<file path="config.mk">
export PLATFORM = sky130hd
export DESIGN_NAME = sram_arbiter_flat
export DESIGN_NICKNAME = d
export VERILOG_FILES = /design/src/rtl/sram_arb_pkg.sv /design/src/rtl/sram_arbiter_if.sv /design/src/rtl/sram_arb_fair.sv /design/src/rtl/sram_arbiter.sv /design/src/flat_wrapper.sv
export SDC_FILE = /design/constraint.sdc
export NUM_CORES = 1
export LEC_CHECK = 0
export BUFFER_PORTS_ARGS = -buffer_cell sky130_fd_sc_hd__buf_2
export CORE_ASPECT_RATIO = 1.5
export CORE_UTILIZATION = 32
export DETAILED_ROUTE_END_ITERATION = 16
export PLACE_DENSITY = 0.67
export SLEW_MARGIN = 20
export SYNTH_ARGS = -nofsm -noshare
export SYNTH_HDL_FRONTEND = slang
export SYNTH_SLANG_ARGS = --single-unit
</file>
<file path="constraint.sdc">
create_clock -name iClk -period 2 [get_ports iClk]
set_input_delay 0.1 -clock iClk [delete_from_list [all_inputs] [get_ports iClk]]
set_output_delay 0.1 -clock iClk [all_outputs]
set_load 0.03 [all_outputs]
</file>
<file path="src/rtl/sram_arb_pkg.sv">
// sram_arb_pkg
//   Shared definitions for the SRAM arbiter slice: FSM state encoding,
//   grant-owner encoding, default geometry and a counter-width helper.
//   Module parameters can override these defaults, so derived widths are
//   computed in the modules with cnt_width().
package sram_arb_pkg;

  // Requesters always present a 20-bit physical address.
  localparam int REQ_ADDR_W        = 20;
  localparam int DEF_ADDR_W        = 19;
  localparam int DEF_DATA_W        = 8;
  localparam int DEF_ACCESS_CYCLES = 2;
  localparam int DEF_MAX_CPU_RUN   = 4;

  typedef enum logic [1:0] {
    ST_IDLE  = 2'd0,
    ST_ACC   = 2'd1,
    ST_RECOV = 2'd2
  } arb_state_e;

  typedef enum logic {
    GNT_CPU = 1'b0,
    GNT_AUX = 1'b1
  } gnt_owner_e;

  // Returns the number of bits needed to hold the values 0..n-1, minimum 1.
  function automatic int cnt_width(input int n);
    int w;
    w = 1;
    while ((1 << w) < n) w++;
    return w;
  endfunction

  localparam int DEF_CNT_W = cnt_width(DEF_ACCESS_CYCLES);

endpackage

</file>
<file path="src/rtl/sram_arbiter_if.sv">
// sram_arbiter_if
//   Requester-side bus of the SRAM arbiter. One instance per master
//   (CPU shim, AUX fetch/DMA).
//   req    level request; wr/addr/wdata stable until ack
//   wr     1 = write, 0 = read
//   addr   20-bit physical address (arbiter uses the low ADDR_W bits)
//   wdata  write data
//   rdata  read data, valid from ack, held until the next own read ack
//   ack    one-cycle completion pulse
//   modport master: requester side; modport slave: arbiter side.
interface sram_arbiter_if
  import sram_arb_pkg::*;
#(
  parameter int DATA_W = DEF_DATA_W
) ();

  logic                  req;
  logic                  wr;
  logic [REQ_ADDR_W-1:0] addr;
  logic [DATA_W-1:0]     wdata;
  logic [DATA_W-1:0]     rdata;
  logic                  ack;

  modport master (output req, wr, addr, wdata, input rdata, ack);
  modport slave  (input req, wr, addr, wdata, output rdata, ack);

endinterface

</file>
<file path="src/rtl/sram_arb_fair.sv">
// sram_arb_fair
//   Fairness counter and winner select for the SRAM arbiter, built only
//   when SRAM_ARB_FAIR_EN is defined. Counts CPU grants made while AUX is
//   waiting; once MAX_CPU_RUN such grants have happened, the next IDLE
//   decision with AUX pending goes to AUX even if the CPU also requests.
//   Ports:
//     clk, rst_n  clock, asynchronous active-low reset
//     idle        arbiter is in IDLE (a grant decision is made this cycle)
//     cpu_req     CPU request level
//     aux_req     AUX request level
//     grant_aux   1 = AUX wins the current decision (only meaningful with a req)
`ifdef SRAM_ARB_FAIR_EN
module sram_arb_fair
  import sram_arb_pkg::*;
#(
  parameter int MAX_CPU_RUN = DEF_MAX_CPU_RUN
) (
  input  logic clk,
  input  logic rst_n,
  input  logic idle,
  input  logic cpu_req,
  input  logic aux_req,
  output logic grant_aux
);

  localparam int                FAIR_W   = cnt_width(MAX_CPU_RUN + 1);
  localparam logic [FAIR_W-1:0] FAIR_MAX = FAIR_W'(MAX_CPU_RUN);

  logic [FAIR_W-1:0] fair_cnt_q, fair_cnt_d;
  logic              run_exhausted;

  assign run_exhausted = (fair_cnt_q >= FAIR_MAX);
  assign grant_aux     = aux_req & (~cpu_req | run_exhausted);

  // Only IDLE cycles move the counter; a CPU grant with AUX waiting counts
  // up, an AUX grant or an IDLE cycle without AUX pending clears it.
  always_comb begin
    fair_cnt_d = fair_cnt_q;
    if (idle) begin
      if (!aux_req || grant_aux) begin
        fair_cnt_d = '0;
      end else if (!run_exhausted) begin
        fair_cnt_d = fair_cnt_q + 1'b1;
      end
    end
  end

  always_ff @(posedge clk or negedge rst_n) begin
    if (!rst_n) begin
      fair_cnt_q <= '0;
    end else begin
      fair_cnt_q <= fair_cnt_d;
    end
  end

endmodule
`endif

</file>
<file path="src/rtl/sram_arbiter.sv">
// sram_arbiter
//   Shares one asynchronous 8-bit SRAM between the CPU bus shim and an AUX
//   master (video fetch / DMA). Each access runs IDLE -> ACC -> RECOV:
//   ACCESS_CYCLES cycles with CE low, then one recovery cycle that returns
//   the data-bus direction to input and pulses the winner's ack.
//   Arbitration happens only in IDLE; the CPU has fixed priority.
//   Optional feature: define SRAM_ARB_FAIR_EN to bound how many CPU grants
//   in a row AUX may be kept waiting (MAX_CPU_RUN).
//   Ports:
//     iClk, iResetN       clock, asynchronous active-low reset
//     cpu_bus, aux_bus    requester buses (sram_arbiter_if.slave)
//     oSramAddr           SRAM address
//     oSramDout           SRAM write data
//     iSramDin            SRAM read data
//     oSramOe             1 = FPGA drives the SRAM data bus
//     oSramCeN/OeN/WeN    SRAM strobes, active-low
//   ACCESS_CYCLES must be at least 2 so a write has a data-hold cycle.
module sram_arbiter
  import sram_arb_pkg::*;
#(
  parameter int ADDR_W        = DEF_ADDR_W,
  parameter int DATA_W        = DEF_DATA_W,
  parameter int ACCESS_CYCLES = DEF_ACCESS_CYCLES,
  parameter int MAX_CPU_RUN   = DEF_MAX_CPU_RUN
) (
  input  logic              iClk,
  input  logic              iResetN,
  sram_arbiter_if.slave     cpu_bus,
  sram_arbiter_if.slave     aux_bus,
  output logic [ADDR_W-1:0] oSramAddr,
  output logic [DATA_W-1:0] oSramDout,
  input  logic [DATA_W-1:0] iSramDin,
  output logic              oSramOe,
  output logic              oSramCeN,
  output logic              oSramOeN,
  output logic              oSramWeN
);

  localparam int               CNT_W    = cnt_width(ACCESS_CYCLES);
  localparam logic [CNT_W-1:0] CNT_LOAD = CNT_W'(ACCESS_CYCLES - 1);

  arb_state_e        state_q, state_d;
  logic [CNT_W-1:0]  cnt_q, cnt_d;
  gnt_owner_e        owner_q, owner_d;
  logic              wr_q, wr_d;
  logic [ADDR_W-1:0] addr_q, addr_d;
  logic [DATA_W-1:0] dout_q, dout_d;
  logic [DATA_W-1:0] cpu_rdata_q, cpu_rdata_d;
  logic [DATA_W-1:0] aux_rdata_q, aux_rdata_d;

  logic              in_idle;
  logic              grant_aux;
  logic              cpu_ack, aux_ack;

  // Upper requester address bits select nothing in this SRAM.
  logic unused_addr_bits;
  assign unused_addr_bits = ^{cpu_bus.addr[REQ_ADDR_W-1:ADDR_W],
                              aux_bus.addr[REQ_ADDR_W-1:ADDR_W]};

  assign in_idle = (state_q == ST_IDLE);

`ifdef SRAM_ARB_FAIR_EN
  sram_arb_fair #(
    .MAX_CPU_RUN (MAX_CPU_RUN)
  ) u_fair (
    .clk       (iClk),
    .rst_n     (iResetN),
    .idle      (in_idle),
    .cpu_req   (cpu_bus.req),
    .aux_req   (aux_bus.req),
    .grant_aux (grant_aux)
  );
`else
  localparam int unused_max_cpu_run = MAX_CPU_RUN;
  assign grant_aux = aux_bus.req & ~cpu_bus.req;
`endif

  // Next-state logic. The winner's operands are latched on the IDLE->ACC
  // transition so requesters may drop req early without disturbing the
  // access. Read data is captured on the last ACC cycle so it is valid in
  // RECOV alongside the ack.
  always_comb begin
    state_d     = state_q;
    cnt_d       = cnt_q;
    owner_d     = owner_q;
    wr_d        = wr_q;
    addr_d      = addr_q;
    dout_d      = dout_q;
    cpu_rdata_d = cpu_rdata_q;
    aux_rdata_d = aux_rdata_q;
    case (state_q)
      ST_IDLE: begin
        if (cpu_bus.req || aux_bus.req) begin
          if (grant_aux) begin
            owner_d = GNT_AUX;
            wr_d    = aux_bus.wr;
            addr_d  = aux_bus.addr[ADDR_W-1:0];
            dout_d  = aux_bus.wdata;
          end else begin
            owner_d = GNT_CPU;
            wr_d    = cpu_bus.wr;
            addr_d  = cpu_bus.addr[ADDR_W-1:0];
            dout_d  = cpu_bus.wdata;
          end
          cnt_d   = CNT_LOAD;
          state_d = ST_ACC;
        end
      end
      ST_ACC: begin
        if (cnt_q == '0) begin
          if (!wr_q) begin
            if (owner_q == GNT_AUX) begin
              aux_rdata_d = iSramDin;
            end else begin
              cpu_rdata_d = iSramDin;
            end
          end
          state_d = ST_RECOV;
        end else begin
          cnt_d = cnt_q - 1'b1;
        end
      end
      ST_RECOV: begin
        state_d = ST_IDLE;
      end
      default: begin
        state_d = ST_IDLE;
      end
    endcase
  end

  // Strobes decode straight from the state register so an asynchronous
  // reset releases the SRAM immediately. WE is raised on the final ACC
  // cycle to give write data hold time while CE is still low.
  always_comb begin
    oSramCeN = 1'b1;
    oSramOeN = 1'b1;
    oSramWeN = 1'b1;
    oSramOe  = 1'b0;
    cpu_ack  = 1'b0;
    aux_ack  = 1'b0;
    case (state_q)
      ST_ACC: begin
        oSramCeN = 1'b0;
        if (wr_q) begin
          oSramOe  = 1'b1;
          oSramWeN = (cnt_q == '0);
        end else begin
          oSramOeN = 1'b0;
        end
      end
      ST_RECOV: begin
        if (owner_q == GNT_AUX) begin
          aux_ack = 1'b1;
        end else begin
          cpu_ack = 1'b1;
        end
      end
      default: begin
      end
    endcase
  end

  always_ff @(posedge iClk or negedge iResetN) begin
    if (!iResetN) begin
      state_q     <= ST_IDLE;
      cnt_q       <= '0;
      owner_q     <= GNT_CPU;
      wr_q        <= 1'b0;
      addr_q      <= '0;
      dout_q      <= '0;
      cpu_rdata_q <= '0;
      aux_rdata_q <= '0;
    end else begin
      state_q     <= state_d;
      cnt_q       <= cnt_d;
      owner_q     <= owner_d;
      wr_q        <= wr_d;
      addr_q      <= addr_d;
      dout_q      <= dout_d;
      cpu_rdata_q <= cpu_rdata_d;
      aux_rdata_q <= aux_rdata_d;
    end
  end

  assign oSramAddr     = addr_q;
  assign oSramDout     = dout_q;
  assign cpu_bus.rdata = cpu_rdata_q;
  assign aux_bus.rdata = aux_rdata_q;
  assign cpu_bus.ack   = cpu_ack;
  assign aux_bus.ack   = aux_ack;

endmodule

</file>
<file path="src/flat_wrapper.sv">
// flat-port wrapper written by rule: the top's interface ports become plain ports
module sram_arbiter_flat import sram_arb_pkg::*;
#(
  parameter int ADDR_W        = DEF_ADDR_W,
  parameter int DATA_W        = DEF_DATA_W,
  parameter int ACCESS_CYCLES = DEF_ACCESS_CYCLES,
  parameter int MAX_CPU_RUN   = DEF_MAX_CPU_RUN
)
  (iClk, iResetN, oSramAddr, oSramDout, iSramDin, oSramOe, oSramCeN, oSramOeN, oSramWeN, cpu_bus_req, cpu_bus_wr, cpu_bus_addr, cpu_bus_wdata, cpu_bus_rdata, cpu_bus_ack, aux_bus_req, aux_bus_wr, aux_bus_addr, aux_bus_wdata, aux_bus_rdata, aux_bus_ack);
  sram_arbiter_if #(.DATA_W(DATA_W)) cpu_bus_i ();
  sram_arbiter_if #(.DATA_W(DATA_W)) aux_bus_i ();
  input  logic iClk;
  input  logic iResetN;
  output logic [ADDR_W-1:0] oSramAddr;
  output logic [DATA_W-1:0] oSramDout;
  input  logic [DATA_W-1:0] iSramDin;
  output logic oSramOe;
  output logic oSramCeN;
  output logic oSramOeN;
  output logic oSramWeN;
  input wire logic [$bits(cpu_bus_i.req)-1:0] cpu_bus_req;
  input wire logic [$bits(cpu_bus_i.wr)-1:0] cpu_bus_wr;
  input wire logic [$bits(cpu_bus_i.addr)-1:0] cpu_bus_addr;
  input wire logic [$bits(cpu_bus_i.wdata)-1:0] cpu_bus_wdata;
  output wire logic [$bits(cpu_bus_i.rdata)-1:0] cpu_bus_rdata;
  output wire logic [$bits(cpu_bus_i.ack)-1:0] cpu_bus_ack;
  input wire logic [$bits(aux_bus_i.req)-1:0] aux_bus_req;
  input wire logic [$bits(aux_bus_i.wr)-1:0] aux_bus_wr;
  input wire logic [$bits(aux_bus_i.addr)-1:0] aux_bus_addr;
  input wire logic [$bits(aux_bus_i.wdata)-1:0] aux_bus_wdata;
  output wire logic [$bits(aux_bus_i.rdata)-1:0] aux_bus_rdata;
  output wire logic [$bits(aux_bus_i.ack)-1:0] aux_bus_ack;
  assign cpu_bus_i.req = cpu_bus_req;
  assign cpu_bus_i.wr = cpu_bus_wr;
  assign cpu_bus_i.addr = cpu_bus_addr;
  assign cpu_bus_i.wdata = cpu_bus_wdata;
  assign cpu_bus_rdata = cpu_bus_i.rdata;
  assign cpu_bus_ack = cpu_bus_i.ack;
  assign aux_bus_i.req = aux_bus_req;
  assign aux_bus_i.wr = aux_bus_wr;
  assign aux_bus_i.addr = aux_bus_addr;
  assign aux_bus_i.wdata = aux_bus_wdata;
  assign aux_bus_rdata = aux_bus_i.rdata;
  assign aux_bus_ack = aux_bus_i.ack;
  sram_arbiter #(.ADDR_W(ADDR_W), .DATA_W(DATA_W), .ACCESS_CYCLES(ACCESS_CYCLES), .MAX_CPU_RUN(MAX_CPU_RUN)) u_core (.iClk(iClk), .iResetN(iResetN), .cpu_bus(cpu_bus_i), .aux_bus(aux_bus_i), .oSramAddr(oSramAddr), .oSramDout(oSramDout), .iSramDin(iSramDin), .oSramOe(oSramOe), .oSramCeN(oSramCeN), .oSramOeN(oSramOeN), .oSramWeN(oSramWeN));
endmodule
</file>
---- Word level (Yosys, flattened, before mapping) ----
Index checks and enable logic that the tools add are counted.
storage, ports and cells
  register bits after elaboration ......... 48
  bits in latches ......................... 0
  memory bits (writable) .................. 0
  bits in read-only memories .............. 0
  input bits .............................. 70
  output and inout bits ................... 49
  memories kept ........................... 0
cells by class
  add/subtract/negate cells ............... 1
  $mul .................................... 0
  div/mod/pow operators ................... 0
  order comparisons ....................... 0
  equal/unequal tests ..................... 4
  shifts and indexed selects .............. 0
  multiplexer cells ....................... 20
  bitwise logic cells ..................... 5
  reduce and logical (&&, ||, !) cells .... 8
operators with widths
  cell                   number
  $mux W19               1
  $mux W1                14
  $mux W8                1
  $reduce_and A4 Y1      2
  $reduce_and A2 Y1      3
  $mux W2                2
  $ne A2 B2 Y1 const B   2
  $not A1 Y1             4
  $pmux W2 S2            1
  $eq A2 B1 Y1 const B   1
  $eq A2 B2 Y1 const B   1
  $logic_not A2 Y1       1
  $pmux W1 S2            1
  $reduce_bool A2 Y1     1
  $and A1 B1 Y1          1
  $logic_or A1 B1 Y1     1
  $sub A1 B1 Y1 const B  1

---- Logic depth before layout (Yosys ltp) ----
Gate-level depths: netlist (run 1).
  depth in word-level cells ............... 3
  gate-level depth with buffers ........... 5
  gate-level depth less buffers ........... 4

---- Least setup slack after synthesis (run 1) ----
No wires, ideal clock.
  path type ............................... flip-flop to flip-flop
  start ................................... register u_core.state_q[1]
  end ..................................... register u_core.addr_q[0] (netlist: u_core.oSramAddr[0])
  arrival ................................. 1,450 ps
  data required time ...................... 1,875 ps
  slack ................................... 425 ps
  stages on the path, launching flop included .. 5
  buffers on the path ..................... 1
  clock period less this slack ............ 1,575 ps
  path through ............................ dfrtp_1 > o21bai_1 > nor2_2 > buf_4 > mux2_2
on the way
  word-level cells in the longest chain between the ends .. 2
RTL lines
  what                         RTL line             text
  from (decl)                  sram_arbiter.sv:42   arb_state_e state_q, state_d;
  from (signal assigned)       sram_arbiter.sv:175  state_q <= state_d;
  $logic_not A2 Y1             n/a
  $reduce_and A2 Y1 (no line)  n/a
  to (signal assigned)         sram_arbiter.sv:179  addr_q <= addr_d;
  to (decl)                    sram_arbiter.sv:46   logic [ADDR_W-1:0] addr_q, addr_d;
Every way passes these cells.
A chain may end at the register's enable or synchronous reset.

---- Final worst setup path (run 1) ----
  start ................................... register u_core.state_q[0]
  end ..................................... register u_core.aux_rdata_q[0] (netlist: u_core.aux_bus.rdata[0])
on the way
  word-level cells in the longest chain between the ends .. 2
RTL lines
  what                         RTL line             text
  $eq A2 B1 Y1                 sram_arbiter.sv:91   case (state_q)
  $reduce_and A4 Y1 (no line)  n/a
  to (signal assigned)         sram_arbiter.sv:182  aux_rdata_q <= aux_rdata_d;
  to (decl)                    sram_arbiter.sv:49   logic [DATA_W-1:0] aux_rdata_q, aux_rdata_d;
Every way passes these cells.

==> results.txt, run 1 <==
----------------------------------------------------
[Routing]
  Number of detailed-routing iterations run before antenna repair ... 4
  Vias per cell ... 4.66
  Residual antenna-violating net count after detailed routing ... 0
  Total wire length after detailed routing ... 4490 um
  Initial DRC Count ... 32
  Detailed-route wire length per cell ... 13.0 um
  Remaining design rule violation count ... 0
  Detailed-route via count ... 1614

[CTS]
  Post-CTS setup buffers ... 0
  CTS tree ... done
  Clock Root Buffer ... sky130_fd_sc_hd__clkbuf_8
  Clk slew on worst S/H paths ... 0.09 ns
  Number of buffers added to fix hold violations after cts ... 1
  Clock buffers created by TritonCTS ... 5
  H-tree depth ... 2
  Clock sink count ... 48
  Maximum clock insertion buffer count ... 2
  Resize count post-CTS ... 0
  Worst skew pair latency ... 0.29 ns

[Synthesis]
  Flip-flop and latch count after synthesis ... 48
  Area of the mapped netlist ... 2170 um^2
  Proportion of netlist area held by the largest area contributor ... 55.4%
  Portion of the post-synthesis area used by sequential elements ... 55.4%
  Post-synthesis cell type with the largest combined area ... sky130_fd_sc_hd__dfrtp_1
  Number of distinct library cell variants in the gate-level netlist after synthesis ... 22
  Post-synthesis net count ... 214
  Cell count after synthesis ... 144
  Dominant cells by area after synthesis ... sky130_fd_sc_hd__dfrtp_1 55%, sky130_fd_sc_hd__mux2_2 37%, sky130_fd_sc_hd__nor4_4 0.98%, sky130_fd_sc_hd__buf_4 0.69%, sky130_fd_sc_hd__nand2b_1 0.58%
  Synthesis Warnings ... 0
  Per-instance average area after synthesis ... 15.0 um^2

[Global route]
  Maximum number of pins on one net before global-route repair ... 49
  Grt ovf ... 0
  First-pass GRT wire length ... 7280 um
  Number of antenna violations at the first check in global routing ... 0
  Number of global-route vias before repair ... 1629
  Total global-route track usage ... 13.1%

[Run]
  Number of max-capacitance violations reported ... 0

[Critical path]
  Worst Path Required ... 2.18 ns
  Worst path arrival time ... 1.75 ns
  Sequence of cells on the critical path ... and2b_2, nand3_1, mux2_2
  Top fanout value on the critical path ... 8
  Crit path max-delay family ... simple AND/OR/NAND/NOR gates
  Sort of element at the end of the critical path ... flop
  Worst path buffer plus inverter count ... 0
  Kind of launch point of the worst setup path ... flop
  Critical path class ... reg2reg
  Delay of the slowest cell on the worst path ... 0.45 ns
  Critical-path cell with the highest stage delay ... sky130_fd_sc_hd__dfrtp_1

[Status]
  Result of the run ... complete, no violations

[STA]
  Final clock period utilization by the worst path ... 78.6%
  Final worst setup slack ... 0.429 ns
  Final Hold Violating Endpoints ... 0
  TNS Setup ... 0 ns
  Setup repair after global routing missed its margin ... no
  Worst Max-Slew Pin Slew ... 0.606 ns
  Highest Clock Rate ... 0.636 GHz
  Slew Limit Headroom ... 59.6%
  Post-layout minimum cycle time ... 1.57 ns
  Final clock skew ... 0.00633 ns
  Max-slew violation count ... 0
  Setup-failing EPs final ... 0

[Pwr]
  Part of the total power dissipated in combinational logic ... 52.4%
  Total power draw ... 0.00510 W
  Net switching share of the total power ... 43.4%
  Sw power ... 0.00221 W
  Int Power ... 0.00288 W
  IR drop worst, VDD ... 0.690 mV
  Areal power density over the cells ... 1710 nW/um^2
  Register share of total power ... 34.2%
  Total leakage power ... 1.44 nW
  Share of total power in the clock network ... 13.4%

[Cells and area]
  Final std cells w/o fill ... 346
  Antenna fix cells ... 0
  Commonest non-fill, non-tap cell in the layout ... sky130_fd_sc_hd__buf_2
  Commonest cells after routing, fill and taps aside ... 116 x sky130_fd_sc_hd__buf_2, 72 x sky130_fd_sc_hd__mux2_2, 48 x sky130_fd_sc_hd__dfrtp_1
  Post-route cell area ... 2980 um^2
  P&R area growth vs syn ... 37.4%
  Ratio of cells with drive above 1 in the final layout ... 75.9%
  Net count, final ... 339

[Place]
  Half-perimeter wire length of the detailed placement result ... 3410 um
  Placer's final routability congestion estimate ... 0.671
  Instance count after placement with tap cells included ... 337
  Port-buffer cells ... 116
  Placed Area ... 2860 um^2
  Dpl ws ... 0.425 ns

[Die]
  Die X ... 69.2 um
  Chip height ... 103 um
  I/O pin cnt ... 119
  Starting density of the core ... 33.2%
  FP Rows ... 36
  Area of the core ... 6530 um^2
  Floorplan die area ... 7110 um^2

[Hold path]
  Path category of the worst min-delay check ... in2reg

----------------------------------------------------
==> cell usage after synthesis (all sizes together) <==
cell and number:
nor3b 1, a21oi 1, and2b 1, o31ai 1, nand2b 2, inv 2
nor2 3, o21bai 1, mux2 72, and2 1, clkbuf 1, nand2 1
nand3 1, buf 4, and3b 1, dfrtp 48, nor4 1, o21ai 1
o22ai 1
==> power groups by stage <==
| stage | clock network [W] | registers (W) | logic [W] |
|---|---|---|---|
| 2_1_floorplan | 0 | 0.00266 | 0.00102 |
| 3_3_place_gp | 0 | 0.00174 | 0.00267 |
| 3_5_place_dp | 0 | 0.00177 | 0.00271 |
| 4_1_cts | 0.000723 | 0.00175 | 0.00272 |
| 5_1_grt | 0.000748 | 0.00182 | 0.00285 |
| 6_report | 0.000683 | 0.00174 | 0.00267 |
==> cell families after synthesis <==
kind of cell	synth area share, %
compound gates	1.44
simple gates	4.04
flops	55.4
mux	37.4
buf+inv	1.67
==> routing by layer <==
| layer | wire, um | GRT usage, % | vias up |
|---|---|---|---|
| met2 | 2420 | 23.5 | 61 |
| met5 | 0 | 0 | - |
| met4 | 112 | 7.69 | 0 |
| met1 | 1740 | 14.1 | 775 |
| li1 | - | - | 769 |
| met3 | 219 | 3.03 | 9 |
==> flip-flops by register name (all words and copies together) (netlist names) <==
register and count:
u_core.aux_bus.rdata 8, u_core.cnt_q 1, u_core.cpu_bus.rdata 8, u_core.oSramAddr 19, u_core.oSramDout 8, u_core.owner_q 1, u_core.state_q 2, u_core.wr_q 1
==> worst register-to-register path, cell delays in order, from the launching register on <==
cell and delay, ns:
sky130_fd_sc_hd__dfrtp_1 0.45, sky130_fd_sc_hd__and2b_2 0.26, sky130_fd_sc_hd__nand3_1 0.36, sky130_fd_sc_hd__mux2_2 0.39
==> final cells by class <==
cell class	count	area (um^2)
Multi-Input combinational cell	89	930
Tap cell	76	95.1
Clock inverter	2	35.0
Sequential cell	48	1200
Fill cell	635	3550
Clock buffer	6	72.6
Timing Repair Buffer	123	636
Inverter	2	7.51
==> final timing paths <==
path,startpoint,endpoint,slack (ns),cells after the start
max in group asynchronous,iResetN,u_core.aux_bus.rdata[2],1.15,3
setup / recovery,u_core.state_q[0],u_core.aux_bus.rdata[0],0.43,3
min in group asynchronous,iResetN,u_core.oSramDout[7],0.43,3
hold reg to reg,u_core.oSramDout[3],u_core.oSramDout[3],0.50,1
hold / removal,iSramDin[7],u_core.cpu_bus.rdata[7],0.05,2
setup reg to reg,u_core.state_q[0],u_core.aux_bus.rdata[0],0.43,3
==> through the flow <==
stage / hold slack (ns) / utilization (%)
after floorplan: -0.196 / -
after global placement: 0.236 / 43.8
after detailed placement: 0.247 / 43.8
after CTS: 0.0317 / 45.6
after global routing: 0.0332 / 45.6
final: 0.0478 / 45.6
Power figures use the tool's default switching activity.
==> run 2: changes to the inputs <==
==> constraint.sdc (replaced) <==
create_clock -name iClk -period 1.5 [get_ports iClk]
set_input_delay 0.075 -clock iClk [delete_from_list [all_inputs] [get_ports iClk]]
set_output_delay 0.075 -clock iClk [all_outputs]
set_load 0.03 [all_outputs]
==> run 2 against run 1 <==
  * Global-route usage up 0.60 points
  * Combinational power up 46%
  * Wire length up 4.0%
  * Sequential power up 34%
  * Via count up 1.4%
  * Non-clock buffer count up 5
  * First-iteration DRC count down 75%
  * Flip-flop and latch count unchanged
  * Total power up 36%
  * Hold slack worse by 0.019 ns
==> results.txt, run 2 (synthesized netlist as in run 1, its figures left out) <==
----------------------------------------------------
[Status]
  Result of the run ... complete, no violations (unchanged)

[Critical path]
  Worst path buffer plus inverter count ... 2 (was 0)
  Sequence of cells on the critical path ... and2b_2, buf_6, and2_4, nand2_2, buf_6 (was and2b_2, nand3_1, mux2_2)
  Top fanout value on the critical path ... 4 (was 8)
  Worst path arrival time ... 1.42 ns (was 1.75 ns)
  Worst Path Required ... 1.42 ns (was 2.18 ns)
  RR Startpoint ... u_core.state_q[1] (was u_core.state_q[0])
  Sort of element at the end of the critical path ... primary output (was flop)
  Critical-path cell with the highest stage delay ... sky130_fd_sc_hd__dfrtp_1 (unchanged)
  Delay of the slowest cell on the worst path ... 0.41 ns (was 0.45 ns)
  Crit path max-delay family ... simple AND/OR/NAND/NOR gates (unchanged)
  Critical path class ... reg2out (was reg2reg)
  Number of logic stages on the critical path including buffering ... 5 (was 3)
  Worst R2R Setup Slack ... 0.008 ns (was 0.43 ns)
  Kind of launch point of the worst setup path ... flop (unchanged)
  Cell repeated most along the worst path ... sky130_fd_sc_hd__buf_6
  Cell count of the worst reg-to-reg path ... 5 (was 3)
  Terminus of the critical flop-to-flop path ... u_core.cpu_bus.rdata[1] (was u_core.aux_bus.rdata[0])

[Global route]
  Total global-route track usage ... 13.7% (was 13.1%)
  First-pass GRT wire length ... 7420 um (was 7280 um)
  Number of antenna violations at the first check in global routing ... 0 (unchanged)
  Number of global-route vias before repair ... 1590 (was 1629)
  Maximum number of pins on one net before global-route repair ... 30 (was 49)
  Grt ovf ... 0 (unchanged)

[STA]
  Setup repair after global routing missed its margin ... yes (was no)
  Max-slew violation count ... 0 (unchanged)
  Final clock period utilization by the worst path ... 99.5%
  Slew Limit Headroom ... 66.3% (was 59.6%)
  Final clock skew ... 0.00818 ns (was 0.00633 ns)
  Final worst setup slack ... 0.00813 ns (was 0.429 ns)
  Post-layout minimum cycle time ... 1.49 ns
  Hold WS ... 0.0288 ns (was 0.0478 ns)
  Final Hold Violating Endpoints ... 0 (unchanged)
  Setup-failing EPs final ... 0 (unchanged)
  TNS Setup ... 0 ns (unchanged)
  Highest Clock Rate ... 0.670 GHz
  Worst Max-Slew Pin Slew ... 0.506 ns (was 0.606 ns)

[Routing]
  Number of detailed-routing iterations run before antenna repair ... 3 (was 4)
  Residual antenna-violating net count after detailed routing ... 0 (unchanged)
  Detailed-route wire length per cell ... 13.3 um (was 13.0 um)
  Initial DRC Count ... 8 (was 32)
  Remaining design rule violation count ... 0 (unchanged)
  Vias per cell ... 4.67 (was 4.66)
  Detailed-route via count ... 1636 (was 1614)
  Total wire length after detailed routing ... 4670 um (was 4490 um)

[Die]
  Floorplan die area ... 7110 um^2 (unchanged)
  I/O pin cnt ... 119 (unchanged)
  Die X ... 69.2 um (unchanged)
  Chip height ... 103 um (unchanged)
  FP Rows ... 36 (unchanged)
  Area of the core ... 6530 um^2 (unchanged)
  Starting density of the core ... 33.2% (unchanged)

[Cells and area]
  Ratio of cells with drive above 1 in the final layout ... 77.4% (was 75.9%)
  Net count, final ... 344 (was 339)
  Final std cells w/o fill ... 350 (was 346)
  Largest register FFs ... 19 (unchanged)
  Commonest cells after routing, fill and taps aside ... 115 x sky130_fd_sc_hd__buf_2, 64 x sky130_fd_sc_hd__mux2_2, 48 x sky130_fd_sc_hd__dfrtp_1 (was 116 x sky130_fd_sc_hd__buf_2, 72 x sky130_fd_sc_hd__mux2_2, 48 x sky130_fd_sc_hd__dfrtp_1)
  Commonest non-fill, non-tap cell in the layout ... sky130_fd_sc_hd__buf_2 (unchanged)
  Post-route cell area ... 3090 um^2 (was 2980 um^2)
  P&R area growth vs syn ... 42.6% (was 37.4%)
  Antenna fix cells ... 0 (unchanged)
  Fill cells ... 620 (was 635)

[Place]
  Port-buffer cells ... 116 (unchanged)
  Placed Area ... 2950 um^2 (was 2860 um^2)
  Dpl ws ... 0.00503 ns (was 0.425 ns)
  Instance count after placement with tap cells included ... 341 (was 337)
  Placer's final routability congestion estimate ... 0.749 (was 0.671)
  Half-perimeter wire length of the detailed placement result ... 3590 um (was 3410 um)

[CTS]
  Worst skew pair latency ... 0.29 ns (about the same)
  H-tree depth ... 2 (unchanged)
  Clock sink count ... 48 (unchanged)
  Maximum clock insertion buffer count ... 2 (unchanged)
  Clock Root Buffer ... sky130_fd_sc_hd__clkbuf_8 (unchanged)
  CTS tree ... done (unchanged)
  Clock buffers created by TritonCTS ... 5 (unchanged)
  Clk slew on worst S/H paths ... 0.08 ns (was 0.09 ns)

[Hold path]
  Count of cells along the worst hold path ... 2 (unchanged)
  Path category of the worst min-delay check ... in2reg (unchanged)
  Terminating pin of the worst hold path ... u_core.cpu_bus.rdata[6] (was u_core.cpu_bus.rdata[7])
  Start point of the worst min-delay path ... iSramDin[6] (was iSramDin[7])

[Run]
  Number of max-capacitance violations reported ... 0 (unchanged)

[Pwr]
  Total leakage power ... 1.51 nW (was 1.44 nW)
  Areal power density over the cells ... 2250 nW/um^2 (was 1710 nW/um^2)
  IR drop worst, VDD ... 1.12 mV (was 0.690 mV)

----------------------------------------------------
[run 2: changes by cell type in the layout (fill, tap and decap cells not counted), sizes merged]
cell / previous run / this run
bufinv: 1 / 0
buf: 122 / 127
[run 2: through the flow]
step,total power (W),util (%)
2_1_floorplan,0.00493,-
3_3_place_gp,0.00607,45.1
3_5_place_dp,0.00616,45.1
4_1_cts,0.00698,46.8
5_1_grt,0.00742,47.3
6_report,0.00696,47.3
[run 2: layout make-up]
type                            count  area, um^2  share of cell area (%)
Clock buffer                        6        72.6                    2.35
Clock inverter                      1        5.00                   0.162
Inverter                            2        10.0                   0.324
Multi-Input combinational cell     89         968                    31.3
Sequential cell                    48        1200                    38.9
Tap cell                           76        95.1                    3.08
Timing Repair Buffer              128         737                    23.9
[run 2: how the worst max path moves through the flow]
stage                                 start                       to  slack [ns]
after floorplan           u_core.state_q[1]      u_core.oSramAddr[0]       -0.08
after global placement    u_core.state_q[1]  u_core.cpu_bus.rdata[2]        0.04
after detailed placement  u_core.state_q[1]  u_core.cpu_bus.rdata[4]       0.005
after CTS                 u_core.state_q[1]                 oSramWeN       -0.02
after global routing      u_core.state_q[0]                 oSramWeN       -0.07
final                     u_core.state_q[1]                 oSramWeN       0.008
[run 2: metal layers]
| layer | vias to the layer above | share of wire [%] | global-route usage (%) | routed length (um) |
|---|---|---|---|---|
| met3 | 6 | 4.5 | 3.32 | 212 |
| met2 | 62 | 54 | 24.5 | 2530 |
| li1 | 772 | - | - | - |
| met1 | 796 | 39 | 14.8 | 1810 |
| met4 | 0 | 2.5 | 7.69 | 118 |
| met5 | - | 0 | 0 | 0 |
[run 2: what timing repair did]
item                                    4_1_cts  5_1_grt
endpoints found under the setup margin        9       36
resized for setup                             8        6
hold endpoints to repair                     21        0
hold buffers                                  1        0
buffers inserted                              0        1
[run 2: power breakdown]
part / total, W / switching [W] / internal (W)
logic: 0.00391 / 0.00226 / 0.00166
clock network: 0.000702 / 0.000385 / 0.000317
registers: 0.00234 / 0.000374 / 0.00197
[run 2: worst reg2reg max path, cell delays in order, from the launching register on]
cell	delay, ns
sky130_fd_sc_hd__dfrtp_1	0.41
sky130_fd_sc_hd__and2b_2	0.28
sky130_fd_sc_hd__inv_4	0.05
sky130_fd_sc_hd__nor4_4	0.14
sky130_fd_sc_hd__buf_6	0.20
sky130_fd_sc_hd__mux2_4	0.31
